File: config.mk
export PLATFORM = sky130hd
export DESIGN_NAME = sram_port_arbiter
export DESIGN_NICKNAME = d
export VERILOG_FILES = /design/src/rtl/sram_port_arbiter.sv
export SDC_FILE = /design/constraint.sdc
export NUM_CORES = 1
export LEC_CHECK = 0
export ABC_AREA = 1
export CORE_AREA = 2 2 154 156
export CTS_BUF_LIST = sky130_fd_sc_hd__clkbuf_2
export DETAILED_ROUTE_END_ITERATION = 16
export DIE_AREA = 0 0 156 158
export GPL_ROUTABILITY_DRIVEN = 0
export PLACE_DENSITY = 0.52
export SYNTH_ARGS = -nofsm -noshare
export SYNTH_HDL_FRONTEND = slang
export SYNTH_SLANG_ARGS = --single-unit
File: constraint.sdc
create_clock -name clk -period 1.49 [get_ports clk]
set_input_delay 0.298 -clock clk [delete_from_list [all_inputs] [get_ports clk]]
set_output_delay 0.298 -clock clk [all_outputs]
set_load 0.02 [all_outputs]
File: src/rtl/sram_port_arbiter.sv
// Two-master arbiter in front of the single SRAM controller port.
// Grants one master at a time, holds the grant across a burst of up to
// MAX_BEATS beats, rotates round-robin (or fixed priority when FAIR=0) and
// raises a sticky watchdog flag when the SRAM stops answering.
module sram_port_arbiter #(
   parameter int FAIR        = 1,
   parameter int MAX_BEATS   = 2,
   parameter int TIMEOUT_CYC = 255
) (
   input  logic        clk,
   input  logic        rst,
   input  logic [31:0] m0_address,
   input  logic [31:0] m0_writeData,
   input  logic        m0_wrEn,
   input  logic        m0_rdEn,
   output logic [63:0] m0_readData,
   output logic        m0_ready,
   input  logic [31:0] m1_address,
   input  logic [31:0] m1_writeData,
   input  logic        m1_wrEn,
   input  logic        m1_rdEn,
   output logic [63:0] m1_readData,
   output logic        m1_ready,
   output logic [31:0] sramAddress,
   output logic [31:0] sramWriteData,
   output logic        sramWrEn,
   output logic        sramRdEn,
   input  logic [63:0] sramReadData,
   input  logic        sramReady,
   output logic [1:0]  grant,
   output logic        timeout
);

   localparam int BEAT_W = $clog2(MAX_BEATS + 1);
   localparam int WD_W   = $clog2(TIMEOUT_CYC + 1);

   typedef enum logic [1:0] {IDLE, BUSY0, BUSY1} stateT;

   stateT             state;
   logic              rrLast;   // last master released: 0 = m0, 1 = m1
   logic [BEAT_W-1:0] beatCnt;
   logic [WD_W-1:0]   wdCnt;

   logic req0;
   logic req1;
   logic curReq;
   logic lastBeat;
   logic releaseGrant;

   // Owner encoding carried in the grant register
   function automatic logic [1:0] grantOf(input stateT s);
      case (s)
         BUSY0:   return 2'b01;
         BUSY1:   return 2'b10;
         default: return 2'b00;
      endcase
   endfunction

   // Winner out of IDLE; a tie goes to the master not served last
   function automatic stateT pickFromIdle(input logic r0, input logic r1, input logic rr);
      if (r0 && r1)
         return (FAIR != 0 && !rr) ? BUSY1 : BUSY0;
      else if (r0)
         return BUSY0;
      else if (r1)
         return BUSY1;
      else
         return IDLE;
   endfunction

   // Next owner when the current one is released: the other waiting master
   // goes first (no bubble) unless fixed priority lets m0 keep the port
   function automatic stateT pickOnRelease(input logic curIsM1, input logic r0, input logic r1);
      if (FAIR == 0 || curIsM1) begin
         if (r0)      return BUSY0;
         else if (r1) return BUSY1;
         else         return IDLE;
      end else begin
         if (r1)      return BUSY1;
         else if (r0) return BUSY0;
         else         return IDLE;
      end
   endfunction

   assign req0 = m0_wrEn | m0_rdEn;
   assign req1 = m1_wrEn | m1_rdEn;

   assign curReq       = (state == BUSY1) ? req1 : req0;
   assign lastBeat     = sramReady && (beatCnt == BEAT_W'(MAX_BEATS - 1));
   assign releaseGrant = (state != IDLE) && (!curReq || lastBeat);

   assign m0_ready = ~req0 | (grant[0] & sramReady);
   assign m1_ready = ~req1 | (grant[1] & sramReady);

   // Arbitration FSM: owner, round-robin pointer, beat count and grant register
   always_ff @(posedge clk or negedge rst) begin
      if (!rst) begin
         state   <= IDLE;
         grant   <= 2'b00;
         rrLast  <= 1'b1;
         beatCnt <= '0;
      end else begin
         case (state)
            IDLE: begin
               state   <= pickFromIdle(req0, req1, rrLast);
               grant   <= grantOf(pickFromIdle(req0, req1, rrLast));
               beatCnt <= '0;
            end
            BUSY0, BUSY1: begin
               if (releaseGrant) begin
                  rrLast  <= (state == BUSY1);
                  beatCnt <= '0;
                  state   <= pickOnRelease(state == BUSY1, req0, req1);
                  grant   <= grantOf(pickOnRelease(state == BUSY1, req0, req1));
               end else if (sramReady) begin
                  beatCnt <= beatCnt + BEAT_W'(1);
               end
            end
            default: begin
               state <= IDLE;
               grant <= 2'b00;
            end
         endcase
      end
   end

   // Watchdog: count stalled busy cycles, latch timeout once the limit is hit
   always_ff @(posedge clk or negedge rst) begin
      if (!rst) begin
         wdCnt   <= '0;
         timeout <= 1'b0;
      end else if (state != IDLE && !sramReady) begin
         if (wdCnt != WD_W'(TIMEOUT_CYC))
            wdCnt <= wdCnt + WD_W'(1);
         if (wdCnt == WD_W'(TIMEOUT_CYC - 1))
            timeout <= 1'b1;
      end else begin
         wdCnt <= '0;
      end
   end

   // SRAM side driven straight from the owner's live request; write beats read
   always_comb begin
      sramAddress   = '0;
      sramWriteData = '0;
      sramWrEn      = 1'b0;
      sramRdEn      = 1'b0;
      m0_readData   = '0;
      m1_readData   = '0;
      case (state)
         BUSY0: begin
            sramAddress   = m0_address;
            sramWriteData = m0_writeData;
            sramWrEn      = m0_wrEn;
            sramRdEn      = m0_rdEn & ~m0_wrEn;
            m0_readData   = sramReadData;
         end
         BUSY1: begin
            sramAddress   = m1_address;
            sramWriteData = m1_writeData;
            sramWrEn      = m1_wrEn;
            sramRdEn      = m1_rdEn & ~m1_wrEn;
            m1_readData   = sramReadData;
         end
         default: ;
      endcase
   end

endmodule

==> summary.md <==
| Metric | Value |
|---|---|
| Yosys top cell by area | `nand2_1` |
| Synth unique cells | `29` |
| Worst hold path type | `in -> async` |
| DIE HEIGHT | `approximately 160 um` |
| Post-synth EDFFs | `0` |
| Reg2reg start | `state[1]$_DFFE_PN0P_` |
| Clk Latency, worst-skew pair | `roughly 0.30 ns` |
| Outcome | `finished, violations left` |
| Clock sink count | `16` |
| Remaining DRCs | `0` |
| Least-Margin Pin Slew | `0.243 ns` |
| Cells on worst reg2reg path | `14` |
| Synth Cell Area | `between 0.003 and 0.004 sq mm` |
| Async SR Flop Fraction | `100%` |
| Leak Pwr | `0.00550 uW` |
| Top cell type's share of synthesized area | `between 30% and 40%` |
| Setup TNS | `-107.93 ns` |
| Root Driver | `clkbuf_2` |
| Worst-path clk slew | `roughly 0.18 ns` |
| Die footprint | `~0.025 sq mm` |
| Final worst path period share | `145%` |
| Critical path class | `reg -> out` |
| Share of cells above drive strength 1 | `about 59%` |
| Fin nets | `1328` |
| Inst Count DP | `between 1000 and 1500` |
| Initial antenna violation count | `2` |
| Critical path destination | `m1_readData[39]` |
| Unrepaired setup endpoints after global routing | `yes` |
| Pin count of the biggest net entering global routing | `33` |
| Clk_skew | `~0.011 ns` |
| Sequential fraction of the synthesis area | `a little over an eighth` |
| DRT Wirelength | `23700 um` |
| Via count | `between 5000 and 6000` |
| Cell Count, Final, Fillers Out | `around 1400` |
| Fmax | `about 0.46 GHz` |
| Worst setup SP type | `flip-flop` |
| Die Width | `approximately 160 um` |
| Grt ovf | `0` |
| Worst Setup End Kind | `primary output` |
| CTS tree | `yes` |
| IO Pins | `slightly below 400` |
| Worst Path Required | `about 1.2 ns` |
| Final hold vios | `0` |
| CP startpoint | `state[1]$_DFFE_PN0P_` |
| R2r endpoint | `grant[0]$_DFFE_PN0P_` |
| Post-synth top cells | `nand2_1 (292), inv_1 (145), a21oi_1 (66)` |
| Crit path DAT | `about 1.9 ns` |
| 1st-iter DRT viols | `just over 200` |
| Min cycle time layout | `approximately 2.2 ns` |
| DRT Pass-1 Iters | `4` |
| Critical-path maximum fanout | `7` |
| Most numerous cell in the Yosys netlist | `nand2_1` |
| All-Layer GR Usage | `roughly 16%` |
| DPL Wire Length | `16700 um` |
| Synth Instances | `approximately 620` |
| Avg Synthesized Cell Area | `between 4 and 5 sq um` |
| Number of CTS-inserted buffers | `3` |
| Ranking of synthesized cells by area | `nand2_1 (36%), inv_1 (18%), dfrtp_1 (12%)` |
| Initial core utilization | `a little over an eighth` |
| Final max-slew violation count | `0` |
| # port buffers | `about 400` |
| CTS H-Tree Depth | `1` |
| Max-Cap Viols | `0` |
| Final antenna-violating net count | `0` |
| Peak VDD IR | `838 uV` |
| Vias in the first global route | `roughly 5200` |
| Slew headroom | `between 80% and 90%` |
| Failing checks | `setup timing` |
| First-pass GRT wire length | `30800 um` |
| Row count | `56` |
| Setup ws final | `-0.668 ns` |
| Clock Tree Buf Depth | `2` |
| Register bit total from synthesis | `16` |
| WL/cell | `16.8 um` |
| Mapped Nets | `831` |
| Syn. warnings | `0` |
| Ys flop type | `dfrtp_1` |
| Area Growth Syn to Fin | `242%` |
| P per Cell Area | `between 1500 and 2000 mW/mm^2` |
| Endpoints failing setup | `201` |
| Core Region | `0.0231 sq mm` |
| Via density | `between 4 and 5` |
| R2r setup slk | `-0.44 ns` |
-- cell type report --
| cell class | instances | area [sq um] |
|---|---|---|
| diodes | 2 | 5.00 |
| clock buffers | 3 | 15.0 |
| clock inverters | 1 | 3.75 |
| fillers | 2342 | 12700 |
| inverters | 153 | 589 |
| multi-input cells | 419 | 3290 |
| flip-flops and latches | 16 | 402 |
| well taps | 290 | 363 |
| repair buffers | 528 | 5700 |
-- per-stage QoR --
| stage | setup slack [ns] | total power, uW | hold WS [ns] | utilization (%) | area (sq um) |
|---|---|---|---|---|---|
| 5_1_grt | -0.749 | 19400 | 0.250 | 45.0 | 10400 |
| 3_3_place_gp | -0.720 | 12500 | 0.463 | 35.5 | 8180 |
| 2_1_floorplan | -0.149 | 7390 | 0.00241 | - | 3650 |
| 3_5_place_dp | -0.723 | 12500 | 0.466 | 35.5 | 8180 |
| 4_1_cts | -0.716 | 14800 | 0.267 | 38.9 | 8960 |
| 6_report | -0.668 | 18400 | 0.281 | 45.0 | 10400 |
-- critical path: stages (launching register included) --
cell	delay [ns]
dfrtp_1	0.43
buf_4	0.14
buf_4	0.14
ha_4	0.19
buf_4	0.16
buf_12	0.15
buf_4	0.13
nand2_2	0.04
inv_1	0.05
buf_6	0.13
-- state kept, by name, indices dropped and copies added (netlist names) --
signal,cells
beatCnt,2
grant,2
rrLast,1
wdCnt,8
state,2
timeout,1
-- cell families (layout without fill, tap and decap cells) --
family,after synthesis,after routing,synth area share [%]
other,0,2,0
buffers and inverters,189,685,25.0
AO/OA/AOI/OAI,83,83,14.7
AND/OR/NAND/NOR,327,327,43.4
adder cells (fa/ha/maj),8,8,3.31
flip-flops,16,16,13.3
XOR/XNOR,1,1,0.289
-- layout by cell type (no fill, tap or decap), types with 5 or more instances in the layout --
| master | instances |
|---|---|
| a21oi_2 | 15 |
| a21oi_4 | 51 |
| buf_12 | 17 |
| buf_16 | 6 |
| buf_2 | 11 |
| buf_4 | 98 |
| buf_6 | 173 |
| buf_8 | 12 |
| clkbuf_16 | 10 |
| clkdlybuf4s50_1 | 195 |
| dfrtp_1 | 15 |
| dlymetal6s2s_1 | 6 |
| inv_1 | 68 |
| inv_2 | 83 |
| nand2_1 | 136 |
| nand2_2 | 97 |
| nand2_4 | 63 |
| nand3_1 | 11 |
| nand3_2 | 7 |
| o21ai_1 | 5 |
-- power by group --
group	switching, uW	total [uW]	internal (uW)	leakage, uW
Clock	153	211	58.4	0.0000140
Sequential	78.6	616	538	0.000212
Combinational	8930	17500	8620	0.00528
-- routing by layer --
| layer | wire (um) | track usage, % |
|---|---|---|
| met4 | 429 | 3.58 |
| met2 | 12300 | 29.6 |
| met1 | 9220 | 19.1 |
| met3 | 1740 | 3.78 |
| met5 | 0 | 0 |
-- worst min-delay path by stage --
stage,start,end,slack [ns],cells after the start
6_report,rst,wdCnt[1]$_DFFE_PN0P_,0.28,2
5_1_grt,rst,wdCnt[1]$_DFFE_PN0P_,0.25,2
4_1_cts,rst,wdCnt[1]$_DFFE_PN0P_,0.27,2
3_3_place_gp,beatCnt[1]$_DFFE_PN0P_,beatCnt[1]$_DFFE_PN0P_,0.46,2
2_1_floorplan,rst,beatCnt[0]$_DFFE_PN0P_,0.002,0
3_5_place_dp,timeout$_DFFE_PN0P_,timeout$_DFFE_PN0P_,0.47,1
-- timing repair --
item	in CTS	in global routing
endpoints found under the setup margin	205	206
setup buffers	34	40
endpoints found under the hold margin	0	0
cloned	7	12
hold buffers	0	0
pin swaps	25	61
resized for setup	920	500
Note: power is estimated with default switching activity, not from simulation.
